## src/rtl/control_fsm_8085_multi_pkg.sv

```systemverilog
`default_nettype none
// ============================================================================
//  Module   : pkg_8085_multi
//  Brief    : Shared opcode map, funct codes, mux selectors, state and class
//             encodings for the 8085-style multi-cycle core.
//  Revision : 1.0  initial release
// ============================================================================
package pkg_8085_multi;

  // Opcode map
  localparam logic [4:0] OP_RALU_HI = 5'h03;  // 0x00..0x03 register ALU
  localparam logic [4:0] OP_RLOG    = 5'h04;
  localparam logic [4:0] OP_ADI     = 5'h05;  // first ALU-immediate opcode
  localparam logic [4:0] OP_IMM_HI  = 5'h0B;  // last ALU-immediate opcode
  localparam logic [4:0] OP_CPI     = 5'h0C;
  localparam logic [4:0] OP_LDA     = 5'h0F;
  localparam logic [4:0] OP_STA     = 5'h10;
  localparam logic [4:0] OP_JMP     = 5'h11;
  localparam logic [4:0] OP_JZ      = 5'h12;
  localparam logic [4:0] OP_HLT     = 5'h1F;

  // Funct codes
  localparam logic [4:0] FN_ALU_MAX = 5'h09;
  localparam logic [4:0] FN_AND     = 5'h0A;
  localparam logic [4:0] FN_OR      = 5'h0B;
  localparam logic [4:0] FN_XOR     = 5'h0C;

  // ALU operand B selector
  localparam logic [1:0] ASRCB_REG   = 2'b00;
  localparam logic [1:0] ASRCB_ONE   = 2'b01;
  localparam logic [1:0] ASRCB_IMM   = 2'b10;
  localparam logic [1:0] ASRCB_PCREL = 2'b11;

  // PC source selector
  localparam logic [1:0] PCSRC_ALU    = 2'b00;
  localparam logic [1:0] PCSRC_ALUOUT = 2'b01;
  localparam logic [1:0] PCSRC_IMM    = 2'b10;

  typedef enum logic [3:0] {
    S_RST      = 4'd0,
    S_FETCH    = 4'd1,
    S_DECODE   = 4'd2,
    S_EXEC     = 4'd3,
    S_ALU_WB   = 4'd4,
    S_EXEC_CMP = 4'd5,
    S_MEM_ADDR = 4'd6,
    S_MEM_RD   = 4'd7,
    S_MEM_WB   = 4'd8,
    S_MEM_WR   = 4'd9,
    S_JUMP     = 4'd10,
    S_BRANCH   = 4'd11,
    S_HALT     = 4'd12,
    S_ERROR    = 4'd13
  } state_t;

  typedef enum logic [3:0] {
    CLS_R     = 4'd0,
    CLS_IMM   = 4'd1,
    CLS_CMP   = 4'd2,
    CLS_LOAD  = 4'd3,
    CLS_STORE = 4'd4,
    CLS_JMP   = 4'd5,
    CLS_JZ    = 4'd6,
    CLS_HLT   = 4'd7,
    CLS_ILL   = 4'd8
  } iclass_t;

endpackage
`default_nettype wire

```

## src/rtl/control_fsm_8085_multi_decode.sv

```systemverilog
`default_nettype none
// ============================================================================
//  Module   : instr_class_decode_8085
//  Brief    : Combinational opcode/funct classifier with legality bit.
//  Revision : 1.0  initial release
// ============================================================================
module instr_class_decode_8085
  import pkg_8085_multi::*;
(
  input  logic [4:0] opcode,
  input  logic [4:0] funct,
  output iclass_t    iclass,
  output logic       legal
);

  always_comb begin
    iclass = CLS_ILL;
    legal  = 1'b0;
    if (opcode <= OP_RALU_HI) begin
      iclass = CLS_R;
      legal  = (funct <= FN_ALU_MAX);
    end else if (opcode == OP_RLOG) begin
      iclass = CLS_R;
      legal  = (funct == FN_AND) || (funct == FN_OR) || (funct == FN_XOR);
    end else if ((opcode >= OP_ADI) && (opcode <= OP_IMM_HI)) begin
      iclass = CLS_IMM;
      legal  = 1'b1;
    end else begin
      case (opcode)
        OP_CPI:  begin iclass = CLS_CMP;   legal = 1'b1; end
        OP_LDA:  begin iclass = CLS_LOAD;  legal = 1'b1; end
        OP_STA:  begin iclass = CLS_STORE; legal = 1'b1; end
        OP_JMP:  begin iclass = CLS_JMP;   legal = 1'b1; end
        OP_JZ:   begin iclass = CLS_JZ;    legal = 1'b1; end
        OP_HLT:  begin iclass = CLS_HLT;   legal = 1'b1; end
        default: begin iclass = CLS_ILL;   legal = 1'b0; end
      endcase
    end
  end

endmodule
`default_nettype wire

```

## src/rtl/control_fsm_8085_multi.sv

```systemverilog
`default_nettype none
// ============================================================================
//  Module   : control_fsm_8085_multi
//  Brief    : Multi-cycle main control FSM with memory wait-state timeout.
//  Revision : 1.0  initial release
// ============================================================================
module control_fsm_8085_multi
  import pkg_8085_multi::*;
#(
  parameter int TIMEOUT_CYCLES = 16
) (
  input  logic       clk,
  input  logic       rst_n,
  input  logic [4:0] opcode,
  input  logic [4:0] funct,
  input  logic       zero_flag,
  input  logic       mem_ready,
  output logic       ALUop,
  output logic       alu_src_a,
  output logic [1:0] alu_src_b,
  output logic [1:0] pc_src,
  output logic       pc_write,
  output logic       pc_write_cond,
  output logic       ir_write,
  output logic       mem_read,
  output logic       mem_write,
  output logic       i_or_d,
  output logic       reg_write,
  output logic       mem_to_reg,
  output logic       flag_write,
  output logic       illegal_op,
  output logic       bus_error,
  output logic       halted
);

  localparam int               CNT_W    = $clog2(TIMEOUT_CYCLES + 1);
  localparam logic [CNT_W-1:0] CNT_LAST = CNT_W'(TIMEOUT_CYCLES - 1);
  localparam logic [CNT_W-1:0] CNT_TERM = CNT_W'(TIMEOUT_CYCLES);

  state_t           r_state;
  state_t           w_next;
  logic [CNT_W-1:0] r_wait_cnt;
  logic [CNT_W-1:0] w_wait_cnt_nxt;
  logic             r_illegal;
  logic             r_bus_err;
  logic             w_set_illegal;
  logic             w_set_bus_err;
  logic             w_timeout;
  iclass_t          w_iclass;
  logic             w_legal;
  logic             w_unused;

  // zero_flag qualifies pc_write_cond inside the datapath, not here
  assign w_unused = zero_flag;

  instr_class_decode_8085 u_decode (
    .opcode (opcode),
    .funct  (funct),
    .iclass (w_iclass),
    .legal  (w_legal)
  );

  // The cycle that would take the count to terminal is the last one allowed
  assign w_timeout = !mem_ready && (r_wait_cnt == CNT_LAST);

  assign illegal_op = r_illegal;
  assign bus_error  = r_bus_err;
  assign halted     = (r_state == S_HALT);

  always_ff @(posedge clk or negedge rst_n) begin
    if (!rst_n) begin
      r_state    <= S_RST;
      r_wait_cnt <= '0;
      r_illegal  <= 1'b0;
      r_bus_err  <= 1'b0;
    end else begin
      r_state    <= w_next;
      r_wait_cnt <= w_wait_cnt_nxt;
      if (w_set_illegal) r_illegal <= 1'b1;
      if (w_set_bus_err) r_bus_err <= 1'b1;
    end
  end

  always_comb begin
    w_wait_cnt_nxt = '0;
    case (r_state)
      S_FETCH, S_MEM_RD, S_MEM_WR: begin
        if (!mem_ready) begin
          w_wait_cnt_nxt = (r_wait_cnt == CNT_TERM) ? r_wait_cnt : r_wait_cnt + CNT_W'(1);
        end
      end
      S_ERROR: w_wait_cnt_nxt = r_wait_cnt;
      default: w_wait_cnt_nxt = '0;
    endcase
  end

  always_comb begin
    w_next        = r_state;
    w_set_illegal = 1'b0;
    w_set_bus_err = 1'b0;
    ALUop         = 1'b0;
    alu_src_a     = 1'b0;
    alu_src_b     = ASRCB_REG;
    pc_src        = PCSRC_ALU;
    pc_write      = 1'b0;
    pc_write_cond = 1'b0;
    ir_write      = 1'b0;
    mem_read      = 1'b0;
    mem_write     = 1'b0;
    i_or_d        = 1'b0;
    reg_write     = 1'b0;
    mem_to_reg    = 1'b0;
    flag_write    = 1'b0;

    case (r_state)
      S_RST: w_next = S_FETCH;

      S_FETCH: begin
        mem_read  = 1'b1;
        alu_src_b = ASRCB_ONE;
        ALUop     = 1'b1;
        pc_src    = PCSRC_ALU;
        ir_write  = mem_ready;
        pc_write  = mem_ready;
        if (mem_ready) begin
          w_next = S_DECODE;
        end else if (w_timeout) begin
          w_next        = S_ERROR;
          w_set_bus_err = 1'b1;
        end
      end

      S_DECODE: begin
        alu_src_b = ASRCB_PCREL;
        ALUop     = 1'b1;
        if (!w_legal) begin
          w_next        = S_ERROR;
          w_set_illegal = 1'b1;
        end else begin
          case (w_iclass)
            CLS_R, CLS_IMM:      w_next = S_EXEC;
            CLS_CMP:             w_next = S_EXEC_CMP;
            CLS_LOAD, CLS_STORE: w_next = S_MEM_ADDR;
            CLS_JMP:             w_next = S_JUMP;
            CLS_JZ:              w_next = S_BRANCH;
            CLS_HLT:             w_next = S_HALT;
            default: begin
              w_next        = S_ERROR;
              w_set_illegal = 1'b1;
            end
          endcase
        end
      end

      S_EXEC: begin
        alu_src_a = 1'b1;
        alu_src_b = (w_iclass == CLS_IMM) ? ASRCB_IMM : ASRCB_REG;
        w_next    = S_ALU_WB;
      end

      S_ALU_WB: begin
        reg_write  = 1'b1;
        flag_write = 1'b1;
        w_next     = S_FETCH;
      end

      S_EXEC_CMP: begin
        alu_src_a  = 1'b1;
        alu_src_b  = ASRCB_IMM;
        flag_write = 1'b1;
        w_next     = S_FETCH;
      end

      S_MEM_ADDR: begin
        ALUop     = 1'b1;
        alu_src_a = 1'b1;
        alu_src_b = ASRCB_IMM;
        w_next    = (w_iclass == CLS_LOAD) ? S_MEM_RD : S_MEM_WR;
      end

      S_MEM_RD: begin
        mem_read = 1'b1;
        i_or_d   = 1'b1;
        if (mem_ready) begin
          w_next = S_MEM_WB;
        end else if (w_timeout) begin
          w_next        = S_ERROR;
          w_set_bus_err = 1'b1;
        end
      end

      S_MEM_WB: begin
        reg_write  = 1'b1;
        mem_to_reg = 1'b1;
        w_next     = S_FETCH;
      end

      S_MEM_WR: begin
        mem_write = 1'b1;
        i_or_d    = 1'b1;
        if (mem_ready) begin
          w_next = S_FETCH;
        end else if (w_timeout) begin
          w_next        = S_ERROR;
          w_set_bus_err = 1'b1;
        end
      end

      S_JUMP: begin
        pc_src   = PCSRC_IMM;
        pc_write = 1'b1;
        w_next   = S_FETCH;
      end

      S_BRANCH: begin
        pc_src        = PCSRC_ALUOUT;
        pc_write_cond = 1'b1;
        w_next        = S_FETCH;
      end

      S_HALT:  w_next = S_HALT;
      S_ERROR: w_next = S_ERROR;
      default: w_next = S_RST;
    endcase
  end

endmodule
`default_nettype wire

```

## config.mk

```make
export PLATFORM = sky130hd
export DESIGN_NAME = control_fsm_8085_multi
export DESIGN_NICKNAME = d
export VERILOG_FILES = /design/src/rtl/control_fsm_8085_multi_pkg.sv /design/src/rtl/control_fsm_8085_multi_decode.sv /design/src/rtl/control_fsm_8085_multi.sv
export SDC_FILE = /design/constraint.sdc
export NUM_CORES = 1
export LEC_CHECK = 0
export ABC_AREA = 1
export BUFFER_PORTS_ARGS = -buffer_cell sky130_fd_sc_hd__buf_4
export CORE_MARGIN = 4
export CORE_UTILIZATION = 50
export CTS_BUF_LIST = sky130_fd_sc_hd__clkbuf_4 sky130_fd_sc_hd__clkbuf_8 sky130_fd_sc_hd__clkbuf_16
export DETAILED_ROUTE_END_ITERATION = 7
export HOLD_SLACK_MARGIN = 0.06
export PLACE_DENSITY = 0.87
export SETUP_SLACK_MARGIN = 0.3
export SLEW_MARGIN = 20
export SYNTH_ARGS = -nofsm -noshare
export SYNTH_HDL_FRONTEND = slang
export SYNTH_SLANG_ARGS = --single-unit
export TNS_END_PERCENT = 50
```

## constraint.sdc

```tcl
create_clock -name clk -period 4.6 [get_ports clk]
set_clock_uncertainty 0.15 [all_clocks]
set_input_delay 0.46 -clock clk [delete_from_list [all_inputs] [get_ports clk]]
set_output_delay 0.46 -clock clk [all_outputs]
set_load 0.01 [all_outputs]
```

==> impl_metrics.json, run 1 <==
{
  "result_of_the_run": "complete, no violations",
  "worst_hold_depth": 1,
  "yosys.cell_types.count": 26,
  "power.switching_fraction_pct": 48.8,
  "worstRegToRegCells": 10,
  "timing_max_transition_violations_final": 0,
  "synth_top_cell_area_share_pct": 24.7,
  "setup_viol": 0,
  "min-delay-path-class": "flop to flop",
  "timing.hold.worst.start": "bus_error",
  "die_span_x_um": 55.2,
  "combPwrFrac_pct": 63.3,
  "yosys.area_share.simple_pct": 47.0,
  "io_buffer_count": 30,
  "yosysWarnings": 0,
  "floorplan.die_area_sq_mm": 0.00305,
  "initial_utilization_pct": 54.6,
  "antenna_cells": 0,
  "wl_per_cell_um": 11.1,
  "std_cell_rows": 16,
  "initial_drc_count": 20,
  "cts_buffers": 3,
  "detail_route.vias_per_cell": 5.06,
  "cap_violations": 0,
  "place.gp.congestion": 0.850,
  "critical_path_class": "flop to output pin",
  "via_count": 1240,
  "hold_ws_ps": 312,
  "hold_viol": 0,
  "grt_max_degree": 12,
  "dp_hpwl_um": 2290,
  "power_density_mw_per_mm2": 413,
  "dieHeight_um": 55.2,
  "clock_sinks": 11,
  "critPathCaptureType": "output pin",
  "power.clock.fraction_pct": 11.5,
  "mappedNetlistArea_sq_mm": 0.00111,
  "cts_tree": "yes",
  "min_period_over_period_pct": 52.2,
  "ys_seq_area_share_pct": 24.7,
  "p_switching_w": 0.000282,
  "drive_gt1_share_pct": 23.9,
  "most-common-layout-cells": "sky130_fd_sc_hd__nand2_1 (48), sky130_fd_sc_hd__nor2_1 (33), sky130_fd_sc_hd__inv_1 (32)",
  "min_delay_worst_endpoint": "bus_error",
  "postSynthRegisterBits": 11,
  "synth_instances": 185,
  "netlist_top_cells_area": "sky130_fd_sc_hd__dfrtp_1 (25%), sky130_fd_sc_hd__nand2_1 (16%), sky130_fd_sc_hd__nor2_1 (11%)",
  "crit-reg2reg-launch": "r_wait_cnt[0]",
  "grt_antenna_before_repair": 0,
  "parity_gate_share_of_the_synthesized_area_counting_xor_and_xnor_cells_pct": 1.57,
  "residual_drc_count": 0,
  "synth-compound-area-share_pct": 10.8,
  "synth_fa_ha_area_share_pct": 3.37,
  "cp.arrival_ps": 1790,
  "flow.area_growth_from_synthesis_pct": 25.5,
  "worst_pin_slew_ps": 363,
  "ir_worst_vdd_mv": 0.213,
  "main_combinational_cell_family_by_area_after_synthesis": "simple AND/OR/NAND/NOR gates",
  "cts.clk_slew.worst_paths_ps": 70,
  "setup_crit_start_kind": "flop",
  "maxSlewHeadroom_pct": 75.7,
  "r2r_slack_ps": 2770,
  "htree_num_levels": 1,
  "io-pin-count": 32,
  "globalRouteTotalUtil_pct": 18.7,
  "cellLeakagePower_nw": 0.810,
  "synth.mux.area_fraction_pct": 0,
  "p_int_w": 0.000296,
  "number_of_global_route_vias_before_repair": 1226,
  "wire_length_of_the_first_global_routing_pass_um": 4900,
  "wl_um": 2720,
  "synth_top_area_cell": "sky130_fd_sc_hd__dfrtp_1",
  "syn_nets": 202,
  "worst_skew_pair.late_latency_ps": 270,
  "drt.antenna.violating_nets": 0,
  "fin_crit_ps": 2400,
  "post-layout-total-power_w": 0.000578,
  "layout_commonest_cell": "sky130_fd_sc_hd__nand2_1",
  "cts_max_path_buffers": 2,
  "first_pass_drt_iterations": 4,
  "grt_setup_unrepaired": "false",
  "fin_setup_tns_ps": 0,
  "avgSynthCellArea_sq_um": 6.03,
  "cts_root_buffer": "sky130_fd_sc_hd__clkbuf_4",
  "nets": 236,
  "power.share.sequential_pct": 25.2,
  "worst-endpoint-required_ps": 3990,
  "grt_overflow": 0,
  "fp.coreArea_sq_mm": 0.00204,
  "fmax_mhz": 417,
  "worst_path_fanout_max": 7,
  "critical_path.reg2reg.endpoint": "r_state[2]"
}
-- cell usage after synthesis (all sizes together) --
| cell | count |
|---|---|
| a21oi | 6 |
| inv | 34 |
| o2111ai | 1 |
| nor3 | 3 |
| o21bai | 1 |
| buf | 2 |
| dfrtp | 11 |
| ha | 3 |
| and2 | 1 |
| o21ai | 8 |
| a21o | 1 |
| xor2 | 2 |
| nand4 | 7 |
| nor2 | 36 |
| nand3 | 11 |
| nand2 | 56 |
| o211ai | 1 |
| o22ai | 1 |
-- cell type report --
cell class / instances / area, sq um
timing repair buffer: 31 / 235
tap: 27 / 33.8
multi-input combinational: 138 / 699
sequential: 11 / 275
clock inverter: 1 / 5.00
inverter: 34 / 128
fill: 196 / 643
clock buffer: 3 / 22.5
-- power groups by stage --
| stage | sequential (W) | clock, W | combinational [W] |
|---|---|---|---|
| global route | 0.000149 | 0.0000734 | 0.000409 |
| global placement | 0.000145 | 0 | 0.000358 |
| detailed placement | 0.000146 | 0 | 0.000367 |
| floorplan | 0.000140 | 0 | 0.000239 |
| CTS | 0.000144 | 0.0000674 | 0.000369 |
| finish | 0.000145 | 0.0000665 | 0.000366 |
-- metrics by stage --
| step | worst slack (ps) | cell area, sq um | cells | util [%] |
|---|---|---|---|---|
| after global placement | 2520 | 1360 | 240 | 66.7 |
| final | 2200 | 1400 | 245 | 68.5 |
| after global routing | 2040 | 1400 | 245 | 68.5 |
| after CTS | 2200 | 1400 | 245 | 68.5 |
| after floorplan | 2750 | 1110 | 185 | - |
| after detailed placement | 2500 | 1360 | 240 | 66.7 |
-- timing repair --
action / 4_1_cts / 5_1_grt
hold endpoints to repair: 11 / 0
hold buffers: 1 / 0
buffers inserted: 0 / 0
resized for setup: 0 / 0
-- registers in the layout, indices dropped and copies added, names as in the netlist --
| signal | cells |
|---|---|
| bus_error | 1 |
| illegal_op | 1 |
| r_state | 4 |
| r_wait_cnt | 5 |
-- how the worst max path moves through the flow --
stage / from / to / cells past startpoint
after detailed placement: r_state[3] / alu_src_b[1] / 6
after global routing: r_state[3] / alu_src_b[1] / 6
final: r_state[3] / alu_src_b[1] / 6
after global placement: r_state[3] / alu_src_b[1] / 6
after floorplan: r_state[3] / alu_src_b[1] / 5
after CTS: r_state[3] / alu_src_b[1] / 6
-- worst max-delay path, stage by stage (launching register included) --
cell and delay, ps:
sky130_fd_sc_hd__dfrtp_1 460, sky130_fd_sc_hd__nor2_1 250, sky130_fd_sc_hd__inv_1 100, sky130_fd_sc_hd__nor2_1 310, sky130_fd_sc_hd__inv_1 130, sky130_fd_sc_hd__o211ai_1 120, sky130_fd_sc_hd__buf_4 150
-- kinds of logic (layout without fill, tap and decap cells) --
family          after synthesis  in the layout
flops                        11             11
compound gates               19             19
fa+ha+maj                     3              3
xor+xnor                      2              2
simple gates                114            114
buf+inv                      36             69
-- routing by layer --
layer / track usage [%] / vias up / wire (um)
li1: - / 645 / -
met1: 21.4 / 554 / 1190
met2: 34.1 / 35 / 1350
met3: 4.43 / 6 / 143
met4: 5.56 / 0 / 35
met5: 0 / - / 0
(Power assumes the default switching activity.)
==> run 2: changes to the inputs <==
CORE_UTILIZATION = 46   (was 50)
PLACE_DENSITY = 0.85   (was 0.87)
clock period = 2 ns   (was 4.6 ns; I/O delays follow)
==> run 2 against run 1 <==
Compared with the run above:
- worst setup slack got worse by 2000 ps
- global-route usage decreased by 0.15 points
- final area increased by 8.9%
- power increased to 2.6 times the previous value
- combinational power increased to 2.8 times the previous value
- die area increased by 7.4%
- largest power group unchanged
- via count increased by 3.5%
- non-clock buffer count increased by 6
- flip-flop and latch count unchanged
- sequential share of layout area decreased by 1.3 points
==> impl_metrics.json, run 2 (same netlist as run 1, synthesis figures left out) <==
{
  "worst_path_fanout_max": 7,
  "place.gp.congestion": 0.875,
  "ir_worst_vdd_mv": 0.587,
  "cp.arrival_ps": 1440,
  "post_layout_utilization_of_the_core_pct": 67.5,
  "setup_viol": 0,
  "via_count": 1284,
  "path_depth": 6,
  "clock_sinks": 11,
  "cts_root_buffer": "sky130_fd_sc_hd__clkbuf_4",
  "cts_buffers": 3,
  "floorplan.die_area_sq_mm": 0.00328,
  "residual_drc_count": 0,
  "most-common-layout-cells": "sky130_fd_sc_hd__nand2_1 (45), sky130_fd_sc_hd__buf_4 (36), sky130_fd_sc_hd__inv_1 (28)",
  "worst-endpoint-required_ps": 1650,
  "globalRouteTotalUtil_pct": 18.6,
  "cts_max_path_buffers": 2,
  "hold_ws_ps": 110,
  "setup_crit_start_kind": "flop",
  "final_design_area_no_fill_sq_mm": 0.00152,
  "initial_drc_count": 52,
  "worst_hold_depth": 4,
  "die_span_x_um": 57.2,
  "wl_um": 2970,
  "layout_commonest_cell": "sky130_fd_sc_hd__nand2_1",
  "critical_path_class": "flop to output pin",
  "grt_overflow": 0,
  "worst_skew_pair.late_latency_ps": 270,
  "wl_per_cell_um": 11.8,
  "std_cell_rows": 17,
  "max_flop_register": "r_wait_cnt",
  "slowest_stage": "sky130_fd_sc_hd__dfrtp_2",
  "drt.antenna.violating_nets": 0,
  "min_period_over_period_pct": 89.3,
  "critPathTopFamily": "flip-flops",
  "worstRegToRegCells": 10,
  "cellLeakagePower_nw": 0.849,
  "critPathCaptureType": "output pin",
  "io-pin-count": 32,
  "power_density_mw_per_mm2": 992,
  "crit_buf_inv": 3,
  "dp_hpwl_um": 2120,
  "detail_route.vias_per_cell": 5.10,
  "initial_utilization_pct": 49.4,
  "fin_crit_ps": 1790,
  "crit_path_max_incr_delay_ps": 450,
  "number_of_global_route_vias_before_repair": 1265,
  "io_buffer_count": 30,
  "crit-reg2reg-launch": "r_wait_cnt[1]",
  "cap_violations": 0,
  "result_of_the_run": "complete, no violations",
  "wire_length_of_the_first_global_routing_pass_um": 5070,
  "grt_max_degree": 12,
  "antenna_cells": 0,
  "dieHeight_um": 57.2,
  "timing_max_transition_violations_final": 0,
  "flow.area_growth_from_synthesis_pct": 36.6,
  "post-layout-total-power_w": 0.00151,
  "setup.worst_path.start": "r_state[2]",
  "grt_antenna_before_repair": 0,
  "grt_setup_unrepaired": "true",
  "fmax_mhz": 560,
  "timing.hold.worst.start": "mem_ready",
  "nets": 242,
  "htree_num_levels": 1,
  "fp.coreArea_sq_mm": 0.00225,
  "cell_area_reported_after_detailed_placement_sq_mm": 0.00137,
  "fin_setup_tns_ps": 0,
  "maxSlewHeadroom_pct": 80.8,
  "cts_tree": "yes",
  "cts.clk_slew.worst_paths_ps": 80,
  "first_pass_drt_iterations": 4,
  "timing.critical_path.cells": "inv_1 -> nand2_4 -> nor2_4 -> nor2_4 -> inv_1 -> buf_4",
  "drive_gt1_share_pct": 37.1,
  "number_of_flip_flops_in_the_largest_register": 5,
  "min-delay-path-class": "input pin to flop",
  "worst_pin_slew_ps": 288,
  "layout_top_registers": "r_wait_cnt x5, r_state x4",
  "hold_viol": 0
}
[run 2: cell count changes in the layout (fill, tap and decap cells not counted), sizes merged]
cell / change
buf: +6
[run 2: report_power, final]
group          internal [W]  leakage, nW  switching (W)
Combinational      0.000424        0.693       0.000584
Clock             0.0000741       0.0177      0.0000783
Sequential         0.000274        0.138      0.0000753
Total              0.000772        0.849       0.000738
[run 2: cell type report]
cell class	instances	area, sq um
fillers	196	732
well taps	28	35.0
repair buffers	37	280
clock inverters	1	5.00
flip-flops and latches	11	280
inverters	34	128
clock buffers	3	22.5
multi-input cells	138	772
[run 2: worst paths after layout]
path	end	slack [ps]
worst max-delay path	i_or_d	210
worst min-delay path	r_wait_cnt[3]	110
worst max register to register	r_state[2]	340
worst min register to register	illegal_op	310
max in group asynchronous	r_state[2]	1400
min in group asynchronous	r_wait_cnt[3]	140
[run 2: through the flow]
stage                     setup slack (ps)  instances
after floorplan                        414        185
after global placement                 314        242
after detailed placement               275        242
after CTS                              215        251
after global routing                   138        252
final                                  215        252
[run 2: worst reg2reg max path, cell delays in order, from the launching register on]
cell and delay, ps:
sky130_fd_sc_hd__dfrtp_1 410, sky130_fd_sc_hd__ha_2 200, sky130_fd_sc_hd__inv_2 60, sky130_fd_sc_hd__nor3_2 40
sky130_fd_sc_hd__ha_2 170, sky130_fd_sc_hd__inv_2 90, sky130_fd_sc_hd__a21oi_2 80, sky130_fd_sc_hd__nand2_1 80
sky130_fd_sc_hd__nand4_1 110, sky130_fd_sc_hd__a21oi_2 110, sky130_fd_sc_hd__nand2_1 60
[run 2: timing repair]
| item | CTS | global route |
|---|---|---|
| setup buffers | 4 | 1 |
| endpoints found under the setup margin | 9 | 12 |
| hold endpoints to repair | 11 | 0 |
| gates resized for setup | 16 | 13 |
| pin swaps | 3 | 6 |
| hold buffers | 1 | 0 |
[run 2: metal layers]
layer	up-vias	wire length [um]	track usage (%)
li1	657	-	-
met1	581	1260	22.2
met2	42	1550	33.9
met3	4	140	1.58
met4	0	23	7.62
met5	-	0	0
==> run 3: changes to the inputs <==
CORE_UTILIZATION = 48   (was 46)
CTS_BUF_LIST = sky130_fd_sc_hd__clkbuf_4 sky130_fd_sc_hd__clkbuf_8   (was sky130_fd_sc_hd__clkbuf_4 sky130_fd_sc_hd__clkbuf_8 sky130_fd_sc_hd__clkbuf_16)
PLACE_DENSITY = 0.88   (was 0.85)
==> run 3 against run 2 <==
Compared with the run above:
- register-to-register slack worse by 40 ps
- sequential power is 1% lower
- fmax about the same
- sequential share of layout area shrank 0.12 points
- via count grew 4.8%
- first-iteration DRC count decreased by 1.9%
- worst setup slack got worse by 1.6 ps
- combinational power hardly changed
- power up 1.9%
==> impl_metrics.json, run 3 (same netlist as run 1, synthesis figures left out) <==
{
  "die_span_x_um": 56.2,
  "cap_violations": 0,
  "timing_max_transition_violations_final": 0,
  "p_switching_w": 0.000758,
  "cts_tree": "yes",
  "p_int_w": 0.000781,
  "wl_per_cell_um": 12.4,
  "wire_length_of_the_first_global_routing_pass_um": 5010,
  "timing.critical_path.to": "i_or_d",
  "cts.clk_slew.worst_paths_ps": 80,
  "fin_crit_ps": 1790,
  "number_of_flip_flops_in_the_largest_register": 5,
  "critical_path_class": "flop to output pin",
  "max_flop_register": "r_wait_cnt",
  "worst_pin_slew_ps": 295,
  "first_pass_drt_iterations": 4,
  "wl_um": 3180,
  "grt_overflow": 0,
  "layout_commonest_cell": "sky130_fd_sc_hd__nand2_1",
  "io-pin-count": 32,
  "drt.antenna.violating_nets": 0,
  "nets": 246,
  "clock_sinks": 11,
  "cts_buffers": 3,
  "power.share.sequential_pct": 22.5,
  "io_buffer_count": 30,
  "grt_antenna_before_repair": 0,
  "min_period_over_period_pct": 89.3,
  "flow.area_growth_from_synthesis_pct": 37.5,
  "cts_max_path_buffers": 2,
  "setup.worst_path.start": "r_state[3]",
  "power.switching_fraction_pct": 49.2,
  "power.clock.fraction_pct": 10.1,
  "dp_hpwl_um": 2120,
  "combPwrFrac_pct": 67.5,
  "seqCellArea_sq_um": 280,
  "post_layout_utilization_of_the_core_pct": 69.3,
  "grt_setup_unrepaired": "true",
  "critical_path.reg2reg.endpoint": "r_state[1]",
  "hold_viol": 0,
  "critPathCaptureType": "output pin",
  "worst-endpoint-required_ps": 1650,
  "multi_input_combinational_cell_area_sq_um": 752,
  "std_cell_rows": 17,
  "final_design_area_no_fill_sq_mm": 0.00153,
  "antenna_cells": 0,
  "min-delay-path-class": "input pin to flop",
  "globalRouteTotalUtil_pct": 19.2,
  "worst_path_fanout_max": 7,
  "residual_drc_count": 0,
  "n_fill_cell": 182,
  "cts_root_buffer": "sky130_fd_sc_hd__clkbuf_4",
  "place.gp.congestion": 0.842,
  "fin_setup_tns_ps": 0,
  "cellLeakagePower_nw": 0.857,
  "maxSlewHeadroom_pct": 80.3,
  "fmax_mhz": 560,
  "floorplan.die_area_sq_mm": 0.00316,
  "cell_area_reported_after_detailed_placement_sq_mm": 0.00137,
  "initial_drc_count": 51,
  "setup_viol": 0,
  "worst_skew_pair.late_latency_ps": 270,
  "fp.coreArea_sq_mm": 0.00221,
  "result_of_the_run": "complete, no violations",
  "initial_utilization_pct": 50.4,
  "ir_worst_vdd_mv": 0.635,
  "number_of_global_route_vias_before_repair": 1215,
  "htree_num_levels": 1,
  "setup_crit_start_kind": "flop",
  "cp.arrival_ps": 1440,
  "grt_max_degree": 12,
  "dieHeight_um": 56.2,
  "power_density_mw_per_mm2": 1000,
  "most-common-layout-cells": "sky130_fd_sc_hd__nand2_1 (47), sky130_fd_sc_hd__buf_4 (40), sky130_fd_sc_hd__inv_1 (27), sky130_fd_sc_hd__nor2_1 (27), sky130_fd_sc_hd__nand3_1 (11)",
  "drive_gt1_share_pct": 36.0,
  "layout_top_registers": "r_wait_cnt x5, r_state x4",
  "r2r_slack_ps": 300,
  "crit-reg2reg-launch": "r_wait_cnt[0]",
  "worstRegToRegCells": 10,
  "via_count": 1345,
  "detail_route.vias_per_cell": 5.25
}
## run 3: cell type report
class | instances | share of cell area (%)
sequential | 11 | 18.3
inverter | 34 | 8.33
clock buffer | 3 | 1.47
multi-input combinational | 138 | 49.1
tap | 28 | 2.29
clock inverter | 1 | 0.327
timing repair buffer | 41 | 20.2
## run 3: power groups by stage
| stage | Sequential [W] | Clock (W) | Combinational (W) |
|---|---|---|---|
| 2_1_floorplan | 0.000322 | 0 | 0.000551 |
| 3_3_place_gp | 0.000333 | 0 | 0.000835 |
| 3_5_place_dp | 0.000335 | 0 | 0.000846 |
| 4_1_cts | 0.000332 | 0.000157 | 0.000938 |
| 5_1_grt | 0.000348 | 0.000172 | 0.00112 |
| 6_report | 0.000346 | 0.000155 | 0.00104 |
## run 3: routing by layer
metal | GRT usage [%] | part of all wire, % | vias up
li1 | - | - | 663
met1 | 24.0 | 41 | 602
met2 | 32.2 | 48 | 66
met3 | 4.18 | 7.1 | 14
met4 | 7.12 | 3.6 | 0
met5 | 0 | 0 | -
## run 3: timing repair
item                       4_1_cts  5_1_grt
setup buffers                    5        4
hold buffers                     1        0
hold endpoints to repair        11        0
gates resized for setup         13       11
pin swaps                        4        4
setup endpoints to repair        9       15
## run 3: worst min path at each step
stage / cells past startpoint / to / start / slack [ps]
finish: 4 / r_wait_cnt[3] / mem_ready / 110
global route: 4 / r_wait_cnt[3] / mem_ready / 130
CTS: 4 / r_wait_cnt[3] / mem_ready / 90
detailed placement: 1 / r_wait_cnt[3] / rst_n / -110
global placement: 1 / r_wait_cnt[2] / rst_n / -110
floorplan: 0 / bus_error / rst_n / -250
## run 3: through the flow
stage | instances | total power (W) | hold slack [ps] | setup WS (ps)
after global placement | 242 | 0.00117 | -112 | 298
after CTS | 252 | 0.00143 | 93.1 | 258
after detailed placement | 242 | 0.00118 | -108 | 277
final | 256 | 0.00154 | 110 | 213
after floorplan | 185 | 0.000872 | -246 | 414
after global routing | 256 | 0.00164 | 132 | 146
## run 3: critical path: stages (launching register included)
cell and delay (ps):
sky130_fd_sc_hd__dfrtp_2 460, sky130_fd_sc_hd__buf_4 160, sky130_fd_sc_hd__nand2_2 140, sky130_fd_sc_hd__nor2_4 70, sky130_fd_sc_hd__nor2_4 110, sky130_fd_sc_hd__inv_1 80, sky130_fd_sc_hd__buf_4 140
